[src/rtl/vga_palette_fetch.sv]
// Frame-buffer address generator and PRU-programmable palette lookup feeding the VGA colour outputs.
// Latency: 2 cycles from VGA_Read to pix_valid, one pixel per cycle; no backpressure (VGA_Read is never stalled).
module vga_palette_fetch #(
    parameter int          H_ACTIVE = 640,
    parameter int          V_ACTIVE = 480,
    parameter int          BPP      = 2,
    parameter int          ADDR_W   = 19,
    parameter logic [31:0] PAL_BASE = 32'h4000
) (
    input  logic              clk,
    input  logic              rst_n,
    input  logic [31:0]       pru_addr,
    input  logic [31:0]       pru_data,
    input  logic              color_load,
    input  logic              VGA_Read,
    input  logic              frame_start,
    output logic [ADDR_W-1:0] fb_addr,
    input  logic [BPP-1:0]    fb_rd_data,
    output logic [9:0]        pru_red,
    output logic [9:0]        pru_green,
    output logic [9:0]        pru_blue,
    output logic              pix_valid,
    output logic              frame_done
);

    localparam int                NUM       = 1 << BPP;
    localparam int                COL_W     = (H_ACTIVE > 1) ? $clog2(H_ACTIVE) : 1;
    localparam logic [ADDR_W-1:0] PIX_LAST  = ADDR_W'(H_ACTIVE * V_ACTIVE - 1);
    localparam logic [COL_W-1:0]  COL_LAST  = COL_W'(H_ACTIVE - 1);
    localparam logic [31:0]       MODE_ADDR = PAL_BASE + 32'(4 * NUM);

    function automatic logic [29:0] pal_default(input int i);
        case (i)
            0:       pal_default = {10'h30F, 10'h30F, 10'h30F};
            1:       pal_default = {10'h3FF, 10'h000, 10'h000};
            2:       pal_default = {10'h000, 10'h3FF, 10'h000};
            3:       pal_default = {10'h200, 10'h000, 10'h3FF};
            default: pal_default = '0;
        endcase
    endfunction

    logic [ADDR_W-1:0] pix_q, pix_d;
    logic [COL_W-1:0]  col_q, col_d;
    logic [COL_W-1:0]  col_req;
    logic [1:0]        mode_q;
    logic [29:0]       pal_q [NUM];
    logic              s1_vld_q;
    logic [BPP-1:0]    s1_col_q;
    logic [BPP-1:0]    pix_idx;
    logic [29:0]       rgb_q;
    logic              vld_q;
    logic              unused_pru_bits;

    assign unused_pru_bits = ^pru_data[31:30];

    // frame_start forces the current request onto pixel 0, so the counters restart at 1 if a read rides along.
    always_comb begin
        pix_d = pix_q;
        col_d = col_q;
        if (frame_start) begin
            pix_d = VGA_Read ? ADDR_W'(1) : '0;
            col_d = VGA_Read ? COL_W'(1) : '0;
        end else if (VGA_Read) begin
            pix_d = (pix_q == PIX_LAST) ? '0 : pix_q + 1'b1;
            col_d = (col_q == COL_LAST) ? '0 : col_q + 1'b1;
        end
    end

    assign col_req    = frame_start ? '0 : col_q;
    assign fb_addr    = frame_start ? '0 : pix_q;
    assign frame_done = VGA_Read && !frame_start && (pix_q == PIX_LAST);

    always_ff @(posedge clk or negedge rst_n) begin
        if (!rst_n) begin
            pix_q    <= '0;
            col_q    <= '0;
            s1_vld_q <= 1'b0;
            s1_col_q <= '0;
        end else begin
            pix_q    <= pix_d;
            col_q    <= col_d;
            s1_vld_q <= VGA_Read;
            if (VGA_Read) begin
                s1_col_q <= col_req[BPP-1:0];
            end
        end
    end

    always_ff @(posedge clk or negedge rst_n) begin
        if (!rst_n) begin
            mode_q <= '0;
            for (int i = 0; i < NUM; i++) begin
                pal_q[i] <= pal_default(i);
            end
        end else if (color_load) begin
            if (pru_addr == MODE_ADDR) begin
                mode_q <= pru_data[1:0];
            end
            for (int i = 0; i < NUM; i++) begin
                if (pru_addr == PAL_BASE + 32'(4 * i)) begin
                    pal_q[i] <= pru_data[29:0];
                end
            end
        end
    end

    // Blank outranks test pattern; lookup reads the palette as it stood before this cycle's write.
    assign pix_idx = mode_q[1] ? '0 : (mode_q[0] ? s1_col_q : fb_rd_data);

    always_ff @(posedge clk or negedge rst_n) begin
        if (!rst_n) begin
            rgb_q <= {10'h30F, 10'h30F, 10'h30F};
            vld_q <= 1'b0;
        end else begin
            vld_q <= s1_vld_q;
            if (s1_vld_q) begin
                rgb_q <= pal_q[pix_idx];
            end
        end
    end

    assign pru_red   = rgb_q[29:20];
    assign pru_green = rgb_q[19:10];
    assign pru_blue  = rgb_q[9:0];
    assign pix_valid = vld_q;

endmodule
[config.mk]
export PLATFORM = sky130hd
export DESIGN_NAME = vga_palette_fetch
export DESIGN_NICKNAME = d
export VERILOG_FILES = /design/src/rtl/vga_palette_fetch.sv
export SDC_FILE = /design/constraint.sdc
export NUM_CORES = 1
export LEC_CHECK = 0
export ABC_AREA = 0
export CELL_PAD_IN_SITES_DETAIL_PLACEMENT = 1
export CELL_PAD_IN_SITES_GLOBAL_PLACEMENT = 1
export CORE_ASPECT_RATIO = 1.4
export CORE_MARGIN = 10
export CORE_UTILIZATION = 48
export CTS_CLUSTER_DIAMETER = 50
export CTS_CLUSTER_SIZE = 10
export DETAILED_ROUTE_END_ITERATION = 10
export HOLD_SLACK_MARGIN = 0.03
export PLACE_DENSITY = 0.87
export SLEW_MARGIN = 25
export SYNTH_ARGS = -nofsm -noshare
export SYNTH_HDL_FRONTEND = slang
export SYNTH_SLANG_ARGS = --single-unit
export TNS_END_PERCENT = 100
[constraint.sdc]
create_clock -name clk -period 5.1 [get_ports clk]
set_input_delay 1.02 -clock clk [delete_from_list [all_inputs] [get_ports clk]]
set_output_delay 1.02 -clock clk [all_outputs]
set_load 0.1 [all_outputs]
### After elaboration in Yosys (flattened, before gate mapping)

Cells that the tools add are included.
W data, S select, Z words.

* add/subtract/negate cells: 2
* magnitude comparators: 1
* equal/unequal tests: 7
* muxes and demuxes: 15
* bitwise gates (word level): 1
* reductions and logical operators: 9

Operators by type and width (count)
* $eq A32 B15 Y1 const B: 5
* $mux W19: 4
* $bmux W30 S2: 1
* $mux W30: 2
* $mux W10: 3
* $add A19 B1 Y19 const B: 1
* $eq A19 B19 Y1 const B: 1
* $add A10 B1 Y10 const B: 1
* $eq A10 B10 Y1 const B: 1
* $reduce_and A2 Y1: 5
* $mux W2: 3
* $ge A3 B3 Y1 const B: 1
* $not A2 Y3: 1
* $logic_and A1 B1 Y1: 2
* $mux W1: 2
* $reduce_bool A2 Y1: 1
* $logic_not A1 Y1: 1

* register bits: 185
* input bits: 71

### Logic depth before layout (Yosys ltp)

* word-level depth: 6
* mapped depth: 7
* depth with buffers taken out: 6

### Worst setup path after synthesis

Ideal clock, no wire load.

* kind: input to output
* start: input port frame_start
* end: output port fb_addr[17]
* arrival: 2685 ps
* path slack: 1395 ps
* stages: 3
* path buffers: 2
* cells stage by stage: clkbuf_1 -> buf_1 -> nor2_1

* word-level cells in the longest chain between the ends: 1

Ends and longest elaborated chain
* from (decl): line 16 `input logic frame_start,`
* $mux W19: line 70 `assign fb_addr = frame_start ? '0 : pix_q;`
* to (decl): line 17 `output logic [ADDR_W-1:0] fb_addr,`

No other way between the ends.

### Worst setup path in the final report

* start: input port frame_start
* end: output port fb_addr[0]

Same word-level chain as after synthesis.

==> out/summary.txt <==
Worst Reg-to-Reg Cells - 5
CP Max Fanout - 19
Main combinational cell family by area after synthesis - multiplexers
Setup TNS - 0 ps
Relative slew slack - 33.12%
Post-synthesis simple-gate area fraction - 12.62%
Global-route usage over all layers - 19.31%
Vias in the first global route - 6867
Ranking of synthesized cells by area - dfrtp_1 34%, dfstp_2 20%, mux2_2 16%
RSZ-0062 raised after global routing - no
Tightest Hold Check Type - reg -> reg
Core area - 17470 um2
Most numerous cell in the Yosys netlist - mux2_2
CTS tree - yes
Synth async-reset ratio - 100.0%
Crit-path max cell delay - 770 ps
Hold Buf Count CTS - 0
Routability Congestion - 0.8095
Met3 Use GR - 5.265%
Syn nets - 746
Routed WL - 22690 um
Via Count - 5984
Worst Skew - 12.65 ps
Post-Place Cells - 1004
Final period util - 71.86%
GR Overflow Total - 0
Adder-Cell Fraction of Synth Area - 0.2908%
Origin of the critical flop-to-flop path - mode_q[0]$_DFFE_PN0P_
Height of the die - 178.4 um
Post-synthesis register bit count - 185
Pwr/cell area - 286.9 nW/um2
Ys flop type - dfrtp_1
Library cells used by synthesis - 50
Maximum vdd drop - 0.2351 mV
Row cnt - 57
Residual DRC count - 0
Critical path cell sequence - clkdlybuf4s50_1, buf_4, nor2b_1, buf_4
Met1 Usage GRT - 22.20%
Max Cap Viol - 0
Reg2reg end - rgb_q[24]$_DFFE_PN0P_
Setup crit end - fb_addr[0]
CP max stage cell - clkdlybuf4s50_1
P&R area growth vs syn - 22.55%
Clock slew at reported path FFs - 60 ps
First-iteration detailed-routing DRC count - 281
Tightest Pin Transition - 1000 ps
Critical Path Start - frame_start
CTS Root Cell - clkbuf_16
Postcts setup bufs - 0
Global routing's busiest layer - met2
Initial antenna violation count - 0
R2R setup slack - 2750 ps
Worst skew pair latency - 430 ps
CP required - 4080 ps
Cell mode on critical path - buf_4
Leak - 0.004650 uW
Multiplexer share of the synthesized area - 23.22%
Grt met2 use - 34.84%
Synth Instances - 673
Post-synthesis xor/xnor area fraction - 0.7125%
Status - complete, no violations
# setup viols final - 0
Fin. Hold Viols - 0
YS warnings - 0
Total power - 3025 uW
Fmax - 272.8 MHz
TritonRoute pass-1 iters - 4
Initial Utilization - 49.24%
TritonCTS Buffers - 17
Syn_area_per_cell - 12.79 um2
Sink Count - 185
Layout Nets - 860
WL per Instance - 21.90 um
Die area - 23760 um2
Cts repair resizes - 0
Post-DP HPWL - 15210 um
Synth top cells by count - 121 x mux2_2, 118 x dfrtp_1, 67 x dfstp_2, 62 x mux2i_1, 33 x nand2_1
Diode count - 0
Worst Setup End Kind - primary output
Fraction of layout cells with a size suffix above 1 - 32.50%
Slew Viols, Final - 0
Post-Layout Cell Count - 1036
Cell taking the most area after synthesis - dfrtp_1
CP arrival - 2650 ps
Antenna Nets Post-Route - 0
Seq/Total Area, Yosys - 54.78%
Synth Area in Compound Gates - 5.322%
Largest net degree at the start of global routing - 110
Final min period - 3665 ps
First-pass GRT wire length - 36860 um
Setup crit start kind - input pin
Crit path kind - in -> out
H-Tree Depth - 4
Post-synth EDFFs - 0
Post-synth top area share - 34.32%
Ports - 122
Post-Syn Area - 8605 um2
Port bufs - 119
Filler instances - 1747
Vias per cell - 5.776
Clock buffer depth - 2
Die Wd - 133.2 um
==> through the flow <==
stage | utilization (%) | worst slack (ps) | cell area, um2 | hold WS [ps]
6_report | 60.35 | 1435 | 10550 | 507.1
5_1_grt | 60.35 | 1307 | 10550 | 517.6
4_1_cts | 60.34 | 1404 | 10540 | 506.1
3_5_place_dp | 56.91 | 1260 | 9943 | 495.6
3_3_place_gp | 56.75 | 1328 | 9916 | 481.3
2_1_floorplan | - | 1395 | 8605 | 420.9
==> report_power, final <==
part	switching, uW	internal, uW
clock	552	795
sequential	8.68	1480
combinational	112	80.1
==> worst min-delay path by stage <==
stage | slack, ps | endpoint | cells past startpoint | from
floorplan | 420 | pix_valid$_DFF_PN0_ | 0 | s1_vld_q$_DFF_PN0_
global route | 520 | pal_q[20]$_DFFE_PN0P_ | 1 | pal_q[20]$_DFFE_PN0P_
finish | 510 | col_q[5]$_DFFE_PN0P_ | 1 | col_q[5]$_DFFE_PN0P_
global placement | 480 | rgb_q[27]$_DFFE_PN0P_ | 2 | rgb_q[27]$_DFFE_PN0P_
detailed placement | 500 | col_q[5]$_DFFE_PN0P_ | 1 | col_q[5]$_DFFE_PN0P_
CTS | 510 | col_q[5]$_DFFE_PN0P_ | 1 | col_q[5]$_DFFE_PN0P_
==> cell usage in the layout, fill, tap and decap left out, types with 2 or more instances in the layout <==
cell | synthesis | routed
buf_4 | 0 | 29
a31oi_1 | 6 | 6
nor4b_1 | 3 | 3
clkdlybuf4s50_1 | 0 | 98
inv_1 | 8 | 8
o21ai_0 | 10 | 9
nor2b_1 | 14 | 14
mux2_2 | 121 | 121
a22o_1 | 3 | 3
bufinv_16 | 0 | 2
o221ai_1 | 30 | 30
and2_1 | 4 | 4
xor2_1 | 6 | 6
clkbuf_8 | 1 | 4
or3_1 | 3 | 3
nand4_1 | 12 | 12
nand3b_1 | 5 | 5
nor4_2 | 2 | 2
nor4_1 | 9 | 9
and4_1 | 2 | 2
and3_1 | 6 | 6
nor2_1 | 32 | 31
dfstp_2 | 67 | 67
clkbuf_16 | 0 | 18
nor3_1 | 9 | 9
nand3_1 | 14 | 14
nand2b_1 | 32 | 32
nand2_1 | 33 | 33
and3b_2 | 2 | 2
mux2i_1 | 62 | 62
a21oi_1 | 6 | 6
clkbuf_1 | 14 | 6
ha_1 | 2 | 2
dfrtp_1 | 118 | 118
==> registers in the layout, indices dropped and copies added, names as in the netlist <==
signal and count:
col_q 10, mode_q 2, pal_q 120, pix_q 19
pix_valid 1, rgb_q 30, s1_col_q 2, s1_vld_q 1
==> final cells by class <==
type / instances / area, um2 / area share (%)
Sequential cell: 185 / 4713 / 44.70
Multi-Input combinational cell: 445 / 3647 / 34.59
Timing Repair Buffer: 130 / 1260 / 11.95
Clock buffer: 27 / 514.2 / 4.877
Tap cell: 236 / 295.3 / 2.800
Clock inverter: 5 / 85.08 / 0.8068
Inverter: 8 / 30.03 / 0.2848
==> cell families after synthesis <==
logic type | after synthesis
fa+ha+maj | 2
simple gates | 191
xor+xnor | 7
flops | 185
buf+inv | 43
compound gates | 61
mux | 184
==> routing by layer <==
| layer | share of wire [%] | wire, um |
|---|---|---|
| met1 | 41 | 9312 |
| met2 | 53 | 12040 |
| met3 | 4.8 | 1084 |
| met4 | 1.1 | 256 |
| met5 | 0 | 0 |
==> critical path: cells and delay by family <==
kind	cells	cell delay [ps]
buffers and inverters	3	1460
and+or+nand+nor	1	150
(Power assumes the default switching activity.)
